## src/rtl/abro_n_sync_pkg.sv

```systemverilog
// Shared definitions for the N-input ABRO controller: one-hot states and
// the width helper for the arrival-window counter.
package abro_pkg;

   localparam int unsigned ST_W = 4;

   typedef enum logic [ST_W-1:0] {
      ST_IDLE    = 4'b0001,
      ST_COLLECT = 4'b0010,
      ST_EMIT    = 4'b0100,
      ST_DONE    = 4'b1000
   } state_t;

   // Counter only has to represent 0 .. limit-1, never narrower than one bit.
   function automatic int unsigned tmo_cnt_w(input int unsigned limit);
      return (limit < 2) ? 1 : $clog2(limit);
   endfunction

endpackage

```

## src/rtl/abro_n_sync_tmo_ctr.sv

```systemverilog
// Arrival-window counter: held at zero while cleared, counts while enabled,
// and flags the cycle on which the TIMEOUT-th enabled count would land.
module abro_tmo_ctr
   import abro_pkg::*;
#(
   parameter int unsigned TIMEOUT = 16
) (
   input  logic clk,
   input  logic reset,
   input  logic i_clr,
   input  logic i_en,
   output logic o_expire
);

   localparam int unsigned CW = tmo_cnt_w(TIMEOUT);
   localparam logic [CW-1:0] LAST = CW'(TIMEOUT - 1);

   logic [CW-1:0] r_cnt;

   always_ff @(posedge clk) begin
      if (reset || i_clr) begin
         r_cnt <= '0;
      end else if (i_en) begin
         r_cnt <= r_cnt + 1'b1;
      end
   end

   assign o_expire = i_en && (r_cnt == LAST);

endmodule

```

## src/rtl/abro_n_sync.sv

```systemverilog
// N-input ABRO controller: await every in_evt channel, emit O, restart on R.
// Optional arrival-window abort compiled in with ABRO_TIMEOUT_EN.
module abro_n_sync
   import abro_pkg::*;
#(
   parameter int unsigned N_IN       = 2,
   parameter int unsigned PULSE_MODE = 1,
   parameter int unsigned TIMEOUT    = 16,
   parameter int unsigned CNT_W      = 8
) (
   input  logic             clk,
   input  logic             reset,
   input  logic [N_IN-1:0]  in_evt,
   input  logic             R,
   output logic             O,
   output logic [ST_W-1:0]  State,
   output logic [N_IN-1:0]  seen,
   output logic [CNT_W-1:0] done_cnt,
   output logic             tmo_err
);

   localparam logic HOLD_O = (PULSE_MODE == 0);

   state_t           r_state;
   state_t           w_nxt_state;
   logic [N_IN-1:0]  r_seen;
   logic [N_IN-1:0]  w_nxt_seen;
   logic [N_IN-1:0]  w_acc;
   logic             w_all;
   logic             r_o;
   logic             w_nxt_o;
   logic [CNT_W-1:0] r_done_cnt;
   logic             w_cnt_inc;
   logic             w_expire;
   logic             w_nxt_tmo;

   assign w_acc = r_seen | in_evt;
   assign w_all = &w_acc;

`ifdef ABRO_TIMEOUT_EN
   logic r_tmo;

   abro_tmo_ctr #(
      .TIMEOUT (TIMEOUT)
   ) u_tmo (
      .clk      (clk),
      .reset    (reset),
      .i_clr    (r_state != ST_COLLECT),
      .i_en     (r_state == ST_COLLECT),
      .o_expire (w_expire)
   );

   always_ff @(posedge clk) begin
      if (reset) begin
         r_tmo <= 1'b0;
      end else begin
         r_tmo <= w_nxt_tmo;
      end
   end

   assign tmo_err = r_tmo;
`else
   logic w_unused_timeout;

   assign w_expire         = 1'b0;
   assign w_unused_timeout = ^{TIMEOUT, w_nxt_tmo};
   assign tmo_err          = 1'b0;
`endif

   // R is checked first so that it beats both completion and timeout.
   always_comb begin
      w_nxt_state = r_state;
      w_nxt_seen  = r_seen;
      w_nxt_o     = 1'b0;
      w_nxt_tmo   = 1'b0;
      w_cnt_inc   = 1'b0;
      if (R) begin
         w_nxt_state = ST_IDLE;
         w_nxt_seen  = '0;
      end else begin
         case (r_state)
            ST_IDLE: begin
               w_nxt_seen = w_acc;
               if (w_all) begin
                  w_nxt_state = ST_EMIT;
                  w_nxt_o     = 1'b1;
                  w_cnt_inc   = 1'b1;
               end else if (|w_acc) begin
                  w_nxt_state = ST_COLLECT;
               end
            end
            ST_COLLECT: begin
               w_nxt_seen = w_acc;
               if (w_all) begin
                  w_nxt_state = ST_EMIT;
                  w_nxt_o     = 1'b1;
                  w_cnt_inc   = 1'b1;
               end else if (w_expire) begin
                  w_nxt_state = ST_IDLE;
                  w_nxt_seen  = '0;
                  w_nxt_tmo   = 1'b1;
               end
            end
            ST_EMIT: begin
               w_nxt_state = ST_DONE;
               w_nxt_o     = HOLD_O;
            end
            ST_DONE: begin
               w_nxt_o = HOLD_O;
            end
            default: begin
               w_nxt_state = ST_IDLE;
               w_nxt_seen  = '0;
            end
         endcase
      end
   end

   always_ff @(posedge clk) begin
      if (reset) begin
         r_state    <= ST_IDLE;
         r_seen     <= '0;
         r_o        <= 1'b0;
         r_done_cnt <= '0;
      end else begin
         r_state <= w_nxt_state;
         r_seen  <= w_nxt_seen;
         r_o     <= w_nxt_o;
         if (w_cnt_inc) begin
            r_done_cnt <= r_done_cnt + 1'b1;
         end
      end
   end

   assign State    = r_state;
   assign seen     = r_seen;
   assign O        = r_o;
   assign done_cnt = r_done_cnt;

endmodule

```

## config.mk

```make
export PLATFORM = sky130hd
export DESIGN_NAME = abro_n_sync
export DESIGN_NICKNAME = d
export VERILOG_FILES = /design/src/rtl/abro_n_sync_pkg.sv /design/src/rtl/abro_n_sync_tmo_ctr.sv /design/src/rtl/abro_n_sync.sv
export SDC_FILE = /design/constraint.sdc
export NUM_CORES = 1
export LEC_CHECK = 0
export ABC_AREA = 1
export CAP_MARGIN = 20
export CELL_PAD_IN_SITES_DETAIL_PLACEMENT = 1
export CELL_PAD_IN_SITES_GLOBAL_PLACEMENT = 1
export CORE_AREA = 2 2 41 71
export DETAILED_ROUTE_END_ITERATION = 6
export DIE_AREA = 0 0 43 73
export GPL_TIMING_DRIVEN = 0
export HOLD_SLACK_MARGIN = 0.15
export PLACE_DENSITY_LB_ADDON = 0.3
export SETUP_SLACK_MARGIN = 0.2
export SYNTH_ARGS = -nofsm -noshare
export SYNTH_HDL_FRONTEND = slang
export SYNTH_SLANG_ARGS = --single-unit
```

## constraint.sdc

```tcl
create_clock -name clk -period 1.5 [get_ports clk]
set_clock_uncertainty 0.1 [all_clocks]
set_input_delay 0.3 -clock clk [delete_from_list [all_inputs] [get_ports clk]]
set_output_delay 0.3 -clock clk [all_outputs]
set_load 0.005 [all_outputs]
```

==> results.json <==
{
  "startpoint": "State[3]$_SDFFE_PP0P_",
  "initial_core_util_pct": 31.2,
  "p_sw_mw": 0.285,
  "syn-num-nets": 122,
  "yosys.area.top_type": "dfxtp_1",
  "holdBufCountCts": 0,
  "hold_depth": 2,
  "grt_max_degree": 11,
  "pwr-share-clk_pct": 35.6,
  "nNetsFinal": 163,
  "rr_startpoint": "State[3]$_SDFFE_PP0P_",
  "ys_types": 27,
  "grt-busiest-layer": "met2",
  "vdd_ir_drop_max_v": 0.000353,
  "io_buffers": 18,
  "crit_fanout": 6,
  "synthCells": 116,
  "use_met2_pct": 33.0,
  "critPathTopFamily": "simple AND/OR/NAND/NOR gates",
  "clkSlewWorstSetupHoldPaths_ns": 0.07,
  "crit_path_top_delay_cell": "dfxtp_2",
  "num_vias": 905,
  "power_density_nw_per_um2": 717,
  "crit_chain": "buf_6 -> nor2_4 -> nand3_4 -> a21oi_4 -> nand2_1 -> nand2_1 -> nor2_1",
  "wl_per_cell_um": 13.8,
  "grt.total_usage_pct": 17.1,
  "boundaryPins": 21,
  "min_from": "reset",
  "p_leak_nw": 0.618,
  "fin_crit_sh_pct": 92.3,
  "synth_top_area_share_pct": 36.6,
  "ys_seq_area_share_pct": 36.6,
  "synth-seq-cells": 15,
  "critPathRequiredTime_ns": 1.54,
  "clock_latency_ns": 0.26,
  "drt_first_iter_violations": 6,
  "htree_levels": 1,
  "endpoint_kind": "register",
  "cpMostUsedCell": "nand2_1",
  "dieArea_um2": 3140,
  "clockBufferDepth": 2,
  "ant_nets": 0,
  "clock.fmax_mhz": 722,
  "setup_tns_ns": 0,
  "die_width_um": 43,
  "grt_util_met3_pct": 2.48,
  "period_needed_ns": 1.39,
  "status": "completed",
  "hold_path_class": "in2reg",
  "hold_viol": 0,
  "gr-usage-met1_pct": 17.3,
  "antenna_found_initial": 0,
  "grt_pass1_vias": 929,
  "start_kind": "register",
  "syn_area_per_cell_um2": 7.08,
  "overflow": 0,
  "die_h_um": 73,
  "intPower_mw": 0.676,
  "drive_gt1_share_pct": 44.2,
  "holdPathEnd": "done_cnt[5]$_SDFFE_PP0P_",
  "maxCapViolCount": 0,
  "drv_slew": 0,
  "gp_congestion": 0.753,
  "arrival_ns": 1.43,
  "seqCellArea_um2": 335,
  "synthArstFlopShare_pct": 0,
  "wl_um": 2520,
  "crit_buf_inv": 1,
  "max_stage_delay_ns": 0.32,
  "num_rows": 25,
  "synth_most_common_cell": "nand2_1",
  "coreArea_um2": 2630,
  "cts_tree": "yes",
  "syn-cell-area_um2": 821,
  "final_cell_area_um2": 1340,
  "multi_input_area_um2": 564,
  "yosysWarnings": 0,
  "combPwrFrac_pct": 21.7,
  "worst_r2r_path_depth": 7,
  "n_antenna_cell": 0,
  "clock-sinks": 15,
  "ys.flop_type": "dfxtp_1",
  "rsz0062_at_grt": "true",
  "setup_viol": 0,
  "placed_area_um2": 1030,
  "first_pass_iters": 4,
  "synthTopCellsByCount": "nand2_1 (31), nor2_1 (18), dfxtp_1 (15)",
  "syn_to_final_growth_pct": 63.3,
  "seqPwrFrac_pct": 42.8,
  "grt_pass1_wl_um": 4070,
  "viasPerCell": 4.95,
  "nFillCells": 341,
  "hpwlAfterDp_um": 1640,
  "synth_edf_count": 0,
  "r2r_setup_slack_ns": 0.11,
  "cts-root-buf": "clkbuf_8",
  "cts_buffers": 3,
  "crit_type": "reg2reg",
  "synth_area_leaders": "dfxtp_1 (37%), nand2_1 (14%), nor2_1 (8.2%)",
  "switching_share_pct": 29.6,
  "r2r-end": "done_cnt[0]$_SDFFE_PP0P_",
  "route.detailed.drc": 0
}
## final cells by class
class	count	area share [%]
Multi-Input combinational cell	87	42.1
Sequential cell	15	25.0
Timing Repair Buffer	35	22.1
Inverter	13	3.83
Clock buffer	3	3.08
Tap cell	27	2.52
Buffer	2	0.934
Clock inverter	1	0.373
## worst max path at each step
stage | slack [ns] | depth (start not counted) | end
after floorplan | 0.22 | 8 | done_cnt[6]$_SDFFE_PP0P_
after global placement | -0.20 | 8 | done_cnt[1]$_SDFFE_PP0P_
after detailed placement | -0.19 | 8 | done_cnt[1]$_SDFFE_PP0P_
after CTS | 0.004 | 1 | done_cnt[3]
after global routing | 0.02 | 7 | done_cnt[0]$_SDFFE_PP0P_
final | 0.11 | 7 | done_cnt[0]$_SDFFE_PP0P_
## timing repair
item	CTS	global route
setup endpoints to repair	25	14
cloned	1	0
setup buffers	13	4
pin swaps	7	8
gates resized for setup	50	18
## kinds of logic after synthesis
logic type / share of synthesized area, %
AOI/OAI and AO/OA: 11.7
xor gates and xnor gates: 1.07
adders and majority gates: 1.52
buffers and inverters: 7.47
DFF: 36.6
other: 0.457
and+or+nand+nor: 41.2
## cell usage in the layout, fill, tap and decap left out, types with 2 or more instances in the layout
cell type	count
a21oi_1	4
a21oi_2	5
buf_4	15
buf_6	3
clkbuf_8	3
dfxtp_2	7
dfxtp_4	7
dlygate4sd2_1	16
inv_1	9
inv_2	2
nand2_1	25
nand2_2	6
nand2_4	3
nand2_8	2
nand3_1	5
nand3_2	2
nand3b_1	3
nor2_1	15
nor2_4	4
## stage by stage
stage,cells,worst slack [ns],hold slack (ns),utilization (%),power [mW]
2_1_floorplan,116,0.220,0.335,-,0.518
3_3_place_gp,161,-0.205,0.386,39.4,0.568
3_5_place_dp,161,-0.195,0.402,39.4,0.574
4_1_cts,179,0.00413,0.254,48.0,0.938
5_1_grt,183,0.0178,0.289,51.0,1.00
6_report,183,0.115,0.260,51.0,0.961
## state kept, by name, summed over array words and instances (netlist names)
signal and flops:
seen 2, O 1, done_cnt 8, State 4
## power groups by stage
stage          Clock [mW]  Combinational, mW  Sequential (mW)
2_1_floorplan           0             0.0839            0.434
3_3_place_gp            0              0.134            0.434
3_5_place_dp            0              0.138            0.436
4_1_cts             0.341              0.186            0.410
5_1_grt             0.363              0.228            0.412
6_report            0.342              0.208            0.411
## metal layers
| layer | share of wire (%) | up-vias |
|---|---|---|
| met3 | 3.1 | 5 |
| li1 | - | 448 |
| met5 | 0 | - |
| met2 | 59 | 17 |
| met4 | 1.7 | 0 |
| met1 | 36 | 435 |
Note: power is estimated with default switching activity, not from simulation.
